--- config.mk ---
export PLATFORM = sky130hd
export DESIGN_NAME = link_test_sequencer
export DESIGN_NICKNAME = d
export VERILOG_FILES = /design/src/rtl/link_test_sequencer.sv
export SDC_FILE = /design/constraint.sdc
export NUM_CORES = 1
export LEC_CHECK = 0
export CAP_MARGIN = 15
export CORE_MARGIN = 2
export CORE_UTILIZATION = 57
export DETAILED_ROUTE_END_ITERATION = 8
export GPL_ROUTABILITY_DRIVEN = 0
export GPL_TIMING_DRIVEN = 0
export PLACE_DENSITY = 0.85
export SLEW_MARGIN = 40
export SYNTH_ARGS = -nofsm -noshare
export SYNTH_HDL_FRONTEND = slang
export SYNTH_SLANG_ARGS = --single-unit
--- constraint.sdc ---
create_clock -name sys_clock -period 4.7 [get_ports sys_clock]
set_clock_uncertainty 0.15 [all_clocks]
set_input_delay 0.94 -clock sys_clock [delete_from_list [all_inputs] [get_ports sys_clock]]
set_output_delay 0.94 -clock sys_clock [all_outputs]
set_load 0.03 [all_outputs]
--- src/rtl/link_test_sequencer.sv ---
// link_test_sequencer
//  Runs one link test over the FSK/Hamming datapath: pulses the datapath
//  reset, then for each of NUM_WORDS nibbles fetches it from the source,
//  hands it to the encoder and waits for the decoded nibble. Matches,
//  mismatches and per-word timeouts are tallied in saturating counters.
//  A timeout re-enters the datapath reset to re-synchronise the chain.
module link_test_sequencer #(
  parameter int NUM_WORDS  = 16,
  parameter int TIMEOUT    = 4096,
  parameter int RST_CYCLES = 15,
  parameter int CNT_W      = 16
) (
  input  logic             sys_clock,
  input  logic             reset_original,
  input  logic             start,
  input  logic [3:0]       src_data,
  input  logic             src_valid,
  output logic             src_ready,
  output logic [3:0]       enc_data,
  output logic             enc_valid,
  input  logic             enc_ready,
  input  logic [3:0]       dec_data,
  input  logic             dec_valid,
  output logic             dp_reset,
  output logic             busy,
  output logic             done,
  output logic [CNT_W-1:0] word_count,
  output logic [CNT_W-1:0] err_count,
  output logic [CNT_W-1:0] timeout_count
);

  // Wait timer only ever needs to reach TIMEOUT-1; reset counter RST_CYCLES-1.
  localparam int TMR_W = (TIMEOUT > 2) ? $clog2(TIMEOUT) : 1;
  localparam int RST_W = (RST_CYCLES > 1) ? $clog2(RST_CYCLES) : 1;

  localparam logic [TMR_W-1:0] TMR_LAST    = TMR_W'(TIMEOUT - 1);
  localparam logic [RST_W-1:0] RST_LAST    = RST_W'(RST_CYCLES - 1);
  localparam logic [CNT_W-1:0] WORDS_TOTAL = CNT_W'(NUM_WORDS);
  localparam logic [CNT_W-1:0] CNT_MAX     = {CNT_W{1'b1}};
  localparam logic [CNT_W-1:0] CNT_ONE     = CNT_W'(1);

  typedef enum logic [2:0] {
    S_IDLE   = 3'd0,
    S_DP_RST = 3'd1,
    S_FETCH  = 3'd2,
    S_SEND   = 3'd3,
    S_WAIT   = 3'd4,
    S_DONE   = 3'd5
  } state_e;

  // Saturating increment: counters stick at all-ones instead of wrapping.
  function automatic logic [CNT_W-1:0] sat_inc(input logic [CNT_W-1:0] v);
    logic [CNT_W-1:0] r;
    if (v == CNT_MAX) begin
      r = v;
    end else begin
      r = v + CNT_ONE;
    end
    return r;
  endfunction

  state_e           state_q, state_d;
  logic [RST_W-1:0] rst_cnt_q, rst_cnt_d;
  logic [TMR_W-1:0] timer_q, timer_d;
  logic [3:0]       word_q, word_d;
  logic [CNT_W-1:0] word_cnt_q, word_cnt_d;
  logic [CNT_W-1:0] err_cnt_q, err_cnt_d;
  logic [CNT_W-1:0] tmo_cnt_q, tmo_cnt_d;

  logic src_ready_q, src_ready_d;
  logic enc_valid_q, enc_valid_d;
  logic dp_reset_q, dp_reset_d;
  logic busy_q, busy_d;
  logic done_q, done_d;

  // Word count after the current word finishes; decides FETCH vs DONE.
  logic [CNT_W-1:0] word_cnt_inc;
  logic             timer_expired;
  logic             rst_last;

  assign word_cnt_inc  = sat_inc(word_cnt_q);
  assign timer_expired = (timer_q == TMR_LAST);
  assign rst_last      = (rst_cnt_q == RST_LAST);

  // State register with synchronous reset.
  always_ff @(posedge sys_clock) begin
    if (reset_original) begin
      state_q <= S_IDLE;
    end else begin
      state_q <= state_d;
    end
  end

  // Next-state logic; dec_valid takes priority over a same-cycle timeout.
  always_comb begin
    state_d = state_q;
    case (state_q)
      S_IDLE: begin
        if (start) begin
          state_d = S_DP_RST;
        end else begin
          state_d = S_IDLE;
        end
      end
      S_DP_RST: begin
        if (rst_last) begin
          if (word_cnt_q == WORDS_TOTAL) begin
            state_d = S_DONE;
          end else begin
            state_d = S_FETCH;
          end
        end else begin
          state_d = S_DP_RST;
        end
      end
      S_FETCH: begin
        if (src_valid) begin
          state_d = S_SEND;
        end else begin
          state_d = S_FETCH;
        end
      end
      S_SEND: begin
        if (enc_ready) begin
          state_d = S_WAIT;
        end else begin
          state_d = S_SEND;
        end
      end
      S_WAIT: begin
        if (dec_valid) begin
          if (word_cnt_inc == WORDS_TOTAL) begin
            state_d = S_DONE;
          end else begin
            state_d = S_FETCH;
          end
        end else if (timer_expired) begin
          state_d = S_DP_RST;
        end else begin
          state_d = S_WAIT;
        end
      end
      S_DONE: begin
        state_d = S_IDLE;
      end
      default: begin
        state_d = S_IDLE;
      end
    endcase
  end

  // Output decode from the next state so the handshake outputs leave a flop.
  always_comb begin
    src_ready_d = (state_d == S_FETCH);
    enc_valid_d = (state_d == S_SEND);
    dp_reset_d  = (state_d == S_DP_RST);
    busy_d      = (state_d != S_IDLE);
    done_d      = (state_d == S_DONE);
  end

  // Output registers.
  always_ff @(posedge sys_clock) begin
    if (reset_original) begin
      src_ready_q <= 1'b0;
      enc_valid_q <= 1'b0;
      dp_reset_q  <= 1'b0;
      busy_q      <= 1'b0;
      done_q      <= 1'b0;
    end else begin
      src_ready_q <= src_ready_d;
      enc_valid_q <= enc_valid_d;
      dp_reset_q  <= dp_reset_d;
      busy_q      <= busy_d;
      done_q      <= done_d;
    end
  end

  // Datapath next values: reset-pulse length, wait timer, captured word, tallies.
  always_comb begin
    rst_cnt_d  = '0;
    timer_d    = '0;
    word_d     = word_q;
    word_cnt_d = word_cnt_q;
    err_cnt_d  = err_cnt_q;
    tmo_cnt_d  = tmo_cnt_q;
    case (state_q)
      S_IDLE: begin
        if (start) begin
          word_cnt_d = '0;
          err_cnt_d  = '0;
          tmo_cnt_d  = '0;
        end else begin
          word_cnt_d = word_cnt_q;
        end
      end
      S_DP_RST: begin
        if (rst_last) begin
          rst_cnt_d = '0;
        end else begin
          rst_cnt_d = rst_cnt_q + RST_W'(1);
        end
      end
      S_FETCH: begin
        if (src_valid) begin
          word_d = src_data;
        end else begin
          word_d = word_q;
        end
      end
      S_SEND: begin
        // Timer starts from zero on the first WAIT cycle after the handshake.
        timer_d = '0;
      end
      S_WAIT: begin
        timer_d = timer_q + TMR_W'(1);
        if (dec_valid) begin
          word_cnt_d = word_cnt_inc;
          if (dec_data != word_q) begin
            err_cnt_d = sat_inc(err_cnt_q);
          end else begin
            err_cnt_d = err_cnt_q;
          end
        end else if (timer_expired) begin
          word_cnt_d = word_cnt_inc;
          err_cnt_d  = sat_inc(err_cnt_q);
          tmo_cnt_d  = sat_inc(tmo_cnt_q);
        end else begin
          word_cnt_d = word_cnt_q;
        end
      end
      S_DONE: begin
        word_cnt_d = word_cnt_q;
      end
      default: begin
        word_cnt_d = word_cnt_q;
      end
    endcase
  end

  // Datapath registers with synchronous reset.
  always_ff @(posedge sys_clock) begin
    if (reset_original) begin
      rst_cnt_q  <= '0;
      timer_q    <= '0;
      word_q     <= 4'h0;
      word_cnt_q <= '0;
      err_cnt_q  <= '0;
      tmo_cnt_q  <= '0;
    end else begin
      rst_cnt_q  <= rst_cnt_d;
      timer_q    <= timer_d;
      word_q     <= word_d;
      word_cnt_q <= word_cnt_d;
      err_cnt_q  <= err_cnt_d;
      tmo_cnt_q  <= tmo_cnt_d;
    end
  end

  assign src_ready     = src_ready_q;
  assign enc_valid     = enc_valid_q;
  assign enc_data      = word_q;
  assign dp_reset      = dp_reset_q;
  assign busy          = busy_q;
  assign done          = done_q;
  assign word_count    = word_cnt_q;
  assign err_count     = err_cnt_q;
  assign timeout_count = tmo_cnt_q;

endmodule

==> results.sh <==
export IMPL_status="completed"
export IMPL_hp_start="err_count[1]"
export IMPL_grt_overflow_total=0
export IMPL_final_layout_size_suffix_gt1_frac=0.0658
export IMPL_cp_data_required_time_ps=4810
export IMPL_slew_headroom=0.502
export IMPL_holdPathEnd="err_count[1]"
export IMPL_clk_path_buf_depth=2
export IMPL_diodes=0
export IMPL_synth_distinct_cells=60
export IMPL_clk_pin_slew_ps=80
export IMPL_cts_setup_buffers=0
export IMPL_worstSetupEndpointType="register"
export IMPL_cts_root_buf="clkbuf_8"
export IMPL_syn_num_nets=497
export IMPL_dpl_hpwl_um=7340
export IMPL_vdd_drop_max_mv=0.172
export IMPL_netlist_area_mm2=0.00400
export IMPL_hold_path_class="register to register"
export IMPL_path_class="register to register"
export IMPL_fmax_mhz=309
export IMPL_tightest_slew_ps=742
export IMPL_cts_buffers=9
export IMPL_die_h_um=87.8
export IMPL_num_rows=30
export IMPL_hold_viol=0
export IMPL_synth_edf_count=0
export IMPL_drc_errors=0
export IMPL_fin_crit_ps=3230
export IMPL_synthFlopType="dfxtp_1"
export IMPL_critPathLaunchType="register"
export IMPL_vias=3863
export IMPL_detail_route_first_pass_iterations=4
export IMPL_timing_rr_start="word_count[0]"
export IMPL_start_util=0.589
export IMPL_io_buffer_count=70
export IMPL_fin_hold_ws_ps=352
export IMPL_die_w_um=87.8
export IMPL_wire_per_inst_um=15.8
export IMPL_drt_initial_drc_count=187
export IMPL_r2r_end="done"
export IMPL_synth_warnings=0
export IMPL_antenna_found_initial=0
export IMPL_core_area_mm2=0.00679
export IMPL_yosys_area_top_type="dfxtp_1"
export IMPL_ant_nets=0
export IMPL_synthTopCellsByArea="dfxtp_1 38%, nor2_1 7.1%, xor2_1 5.2%, xnor2_1 4.4%, nand4_1 3.9%"
export IMPL_place_area_mm2=0.00482
export IMPL_via_per_inst=5.87
export IMPL_synthArstFlopShare=0
export IMPL_avgSynthCellArea_um2=8.41
export IMPL_ctsHoldBuffers=0
export IMPL_finalMaxSlewViolations=0
export IMPL_synth_seq_cells=76
export IMPL_r2r_cells=8
export IMPL_rsz0062_at_grt="false"
export IMPL_grt_pass1_vias=3624
export IMPL_clk_latency_ps=360
export IMPL_cts_resized=0
export IMPL_h_tree_depth=3
export IMPL_nNetsFinal=578
export IMPL_grt_pass1_wl_um=17100
export IMPL_period_share=0.687
export IMPL_finalSetupViolations=0
export IMPL_total_power_mw=1.23
export IMPL_p_leak_nw=1.68
export IMPL_stdcell_area_mm2=0.00503
export IMPL_cts_tree="yes"
export IMPL_wirelength_um=10400
export IMPL_tns_ps=0
export IMPL_ys_seq_area_frac=0.380
export IMPL_area_growth_pct=25.5
export IMPL_synth_top_area_share=0.380
export IMPL_hold_depth=2
export IMPL_grt_usage=0.280
export IMPL_crit_path_max_fanout=9
export IMPL_reg2reg_slack_ps=1470
export IMPL_io_pins=71
export IMPL_power_density_mw_per_mm2=246
export IMPL_cap_violations=0
export IMPL_grt_max_degree=14
export IMPL_cts_sinks=76
export IMPL_die_area_mm2=0.00771
export IMPL_cp_arrival_ps=3340
export IMPL_fillers=530
export IMPL_synth_cells=476
==> critical path, cell delays in order, from the launching register on <==
cell and delay [ps]:
dfxtp_1 480, ha_1 220, nand4_1 320, a2111oi_0 640, a211o_1 190, nand4_1 140
o31ai_1 410, a2bb2oi_1 250, a211oi_1 310
==> Yosys cell counts (all sizes together), types with 2 or more instances <==
library cell and instances:
mux2i 12, a41oi 3, and4 11, a211oi 7
nand2b 5, clkbuf 19, o211ai 2, o31ai 2
ha 7, nand4 26, xnor2 20, a31oi 2
inv 13, or2 2, a311oi 2, xor2 24
or3b 2, nor3 19, o21ai 11, nand2 29
o311ai 2, nor4 8, buf 9, a21o 2
dfxtp 76, nand3 23, a21oi 19, or3 5
and2 6, o32ai 2, nor3b 4, or4 2
nor2b 3, and3 6, nor2 76
==> kinds of logic after synthesis <==
logic type / after synthesis / synth area share
buffers and inverters: 41 / 0.0450
AOI/OAI and AO/OA: 64 / 0.107
muxes: 12 / 0.0300
adders and majority gates: 7 / 0.0219
DFF: 76 / 0.380
and+or+nand+nor: 232 / 0.320
xor gates and xnor gates: 44 / 0.0963
==> layout by cell type (no fill, tap or decap), drive strengths merged, types with 3 or more instances in the layout <==
| master | count |
|---|---|
| inv | 14 |
| buf | 9 |
| nor3 | 19 |
| nor2 | 76 |
| or3 | 5 |
| dfxtp | 76 |
| a211oi | 7 |
| mux2i | 12 |
| a21oi | 19 |
| nand4 | 26 |
| clkdlybuf4s50 | 70 |
| nand2b | 5 |
| nor2b | 3 |
| a41oi | 3 |
| and4 | 11 |
| clkbuf | 30 |
| xnor2 | 20 |
| and3 | 6 |
| and2 | 6 |
| nand2 | 29 |
| xor2 | 24 |
| nor3b | 4 |
| nand3 | 23 |
| ha | 7 |
| o21ai | 11 |
| nor4 | 8 |
==> per-layer routing <==
| metal | vias up | part of all wire | global-route usage |
|---|---|---|---|
| met5 | - | 0 | 0 |
| met4 | 0 | 0.022 | 0.112 |
| met3 | 28 | 0.071 | 0.0518 |
| met2 | 176 | 0.48 | 0.462 |
| met1 | 1794 | 0.42 | 0.364 |
| li1 | 1865 | - | - |
==> area by class of cell <==
class                           instances  area (um^2)  share of cell area
Buffer                                 28          131              0.0261
Clock buffer                           11          141              0.0281
Clock inverter                          5         60.1              0.0119
Inverter                               13         48.8             0.00971
Multi-Input combinational cell        359         2300               0.458
Sequential cell                        76         1520               0.303
Tap cell                               96          120              0.0239
Timing Repair Buffer                   70          701               0.139
==> state kept, by name, indices dropped and copies added, names as in the netlist <==
name           cells
done               1
rst_cnt_q          4
timeout_count     16
word_count        16
busy               1
timer_q           12
state_q            3
src_ready          1
enc_valid          1
err_count         16
enc_data           4
dp_reset           1
==> worst max path at each step <==
stage | end | start | cells after the start | slack (ps)
after floorplan | dp_reset | word_count[0] | 8 | 1990
after global routing | dp_reset | word_count[0] | 8 | 1310
final | done | word_count[0] | 8 | 1470
after detailed placement | err_count[2] | start | 11 | 1210
after CTS | err_count[14] | start | 11 | 1530
after global placement | err_count[4] | start | 11 | 1290
==> stage by stage <==
| step | setup slack, ps | instances | util |
|---|---|---|---|
| 6_report | 1470 | 658 | 0.740 |
| 5_1_grt | 1310 | 658 | 0.740 |
| 4_1_cts | 1530 | 658 | 0.740 |
| 3_5_place_dp | 1210 | 642 | 0.710 |
| 3_3_place_gp | 1290 | 642 | 0.710 |
| 2_1_floorplan | 1990 | 476 | - |
==> report_power, final <==
group	switching, mW	internal [mW]	leakage, nW
Combinational	0.0406	0.0269	0.969
Sequential	0.00185	0.646	0.613
Clock	0.257	0.262	0.0999
Note: power is estimated with default switching activity, not from simulation.
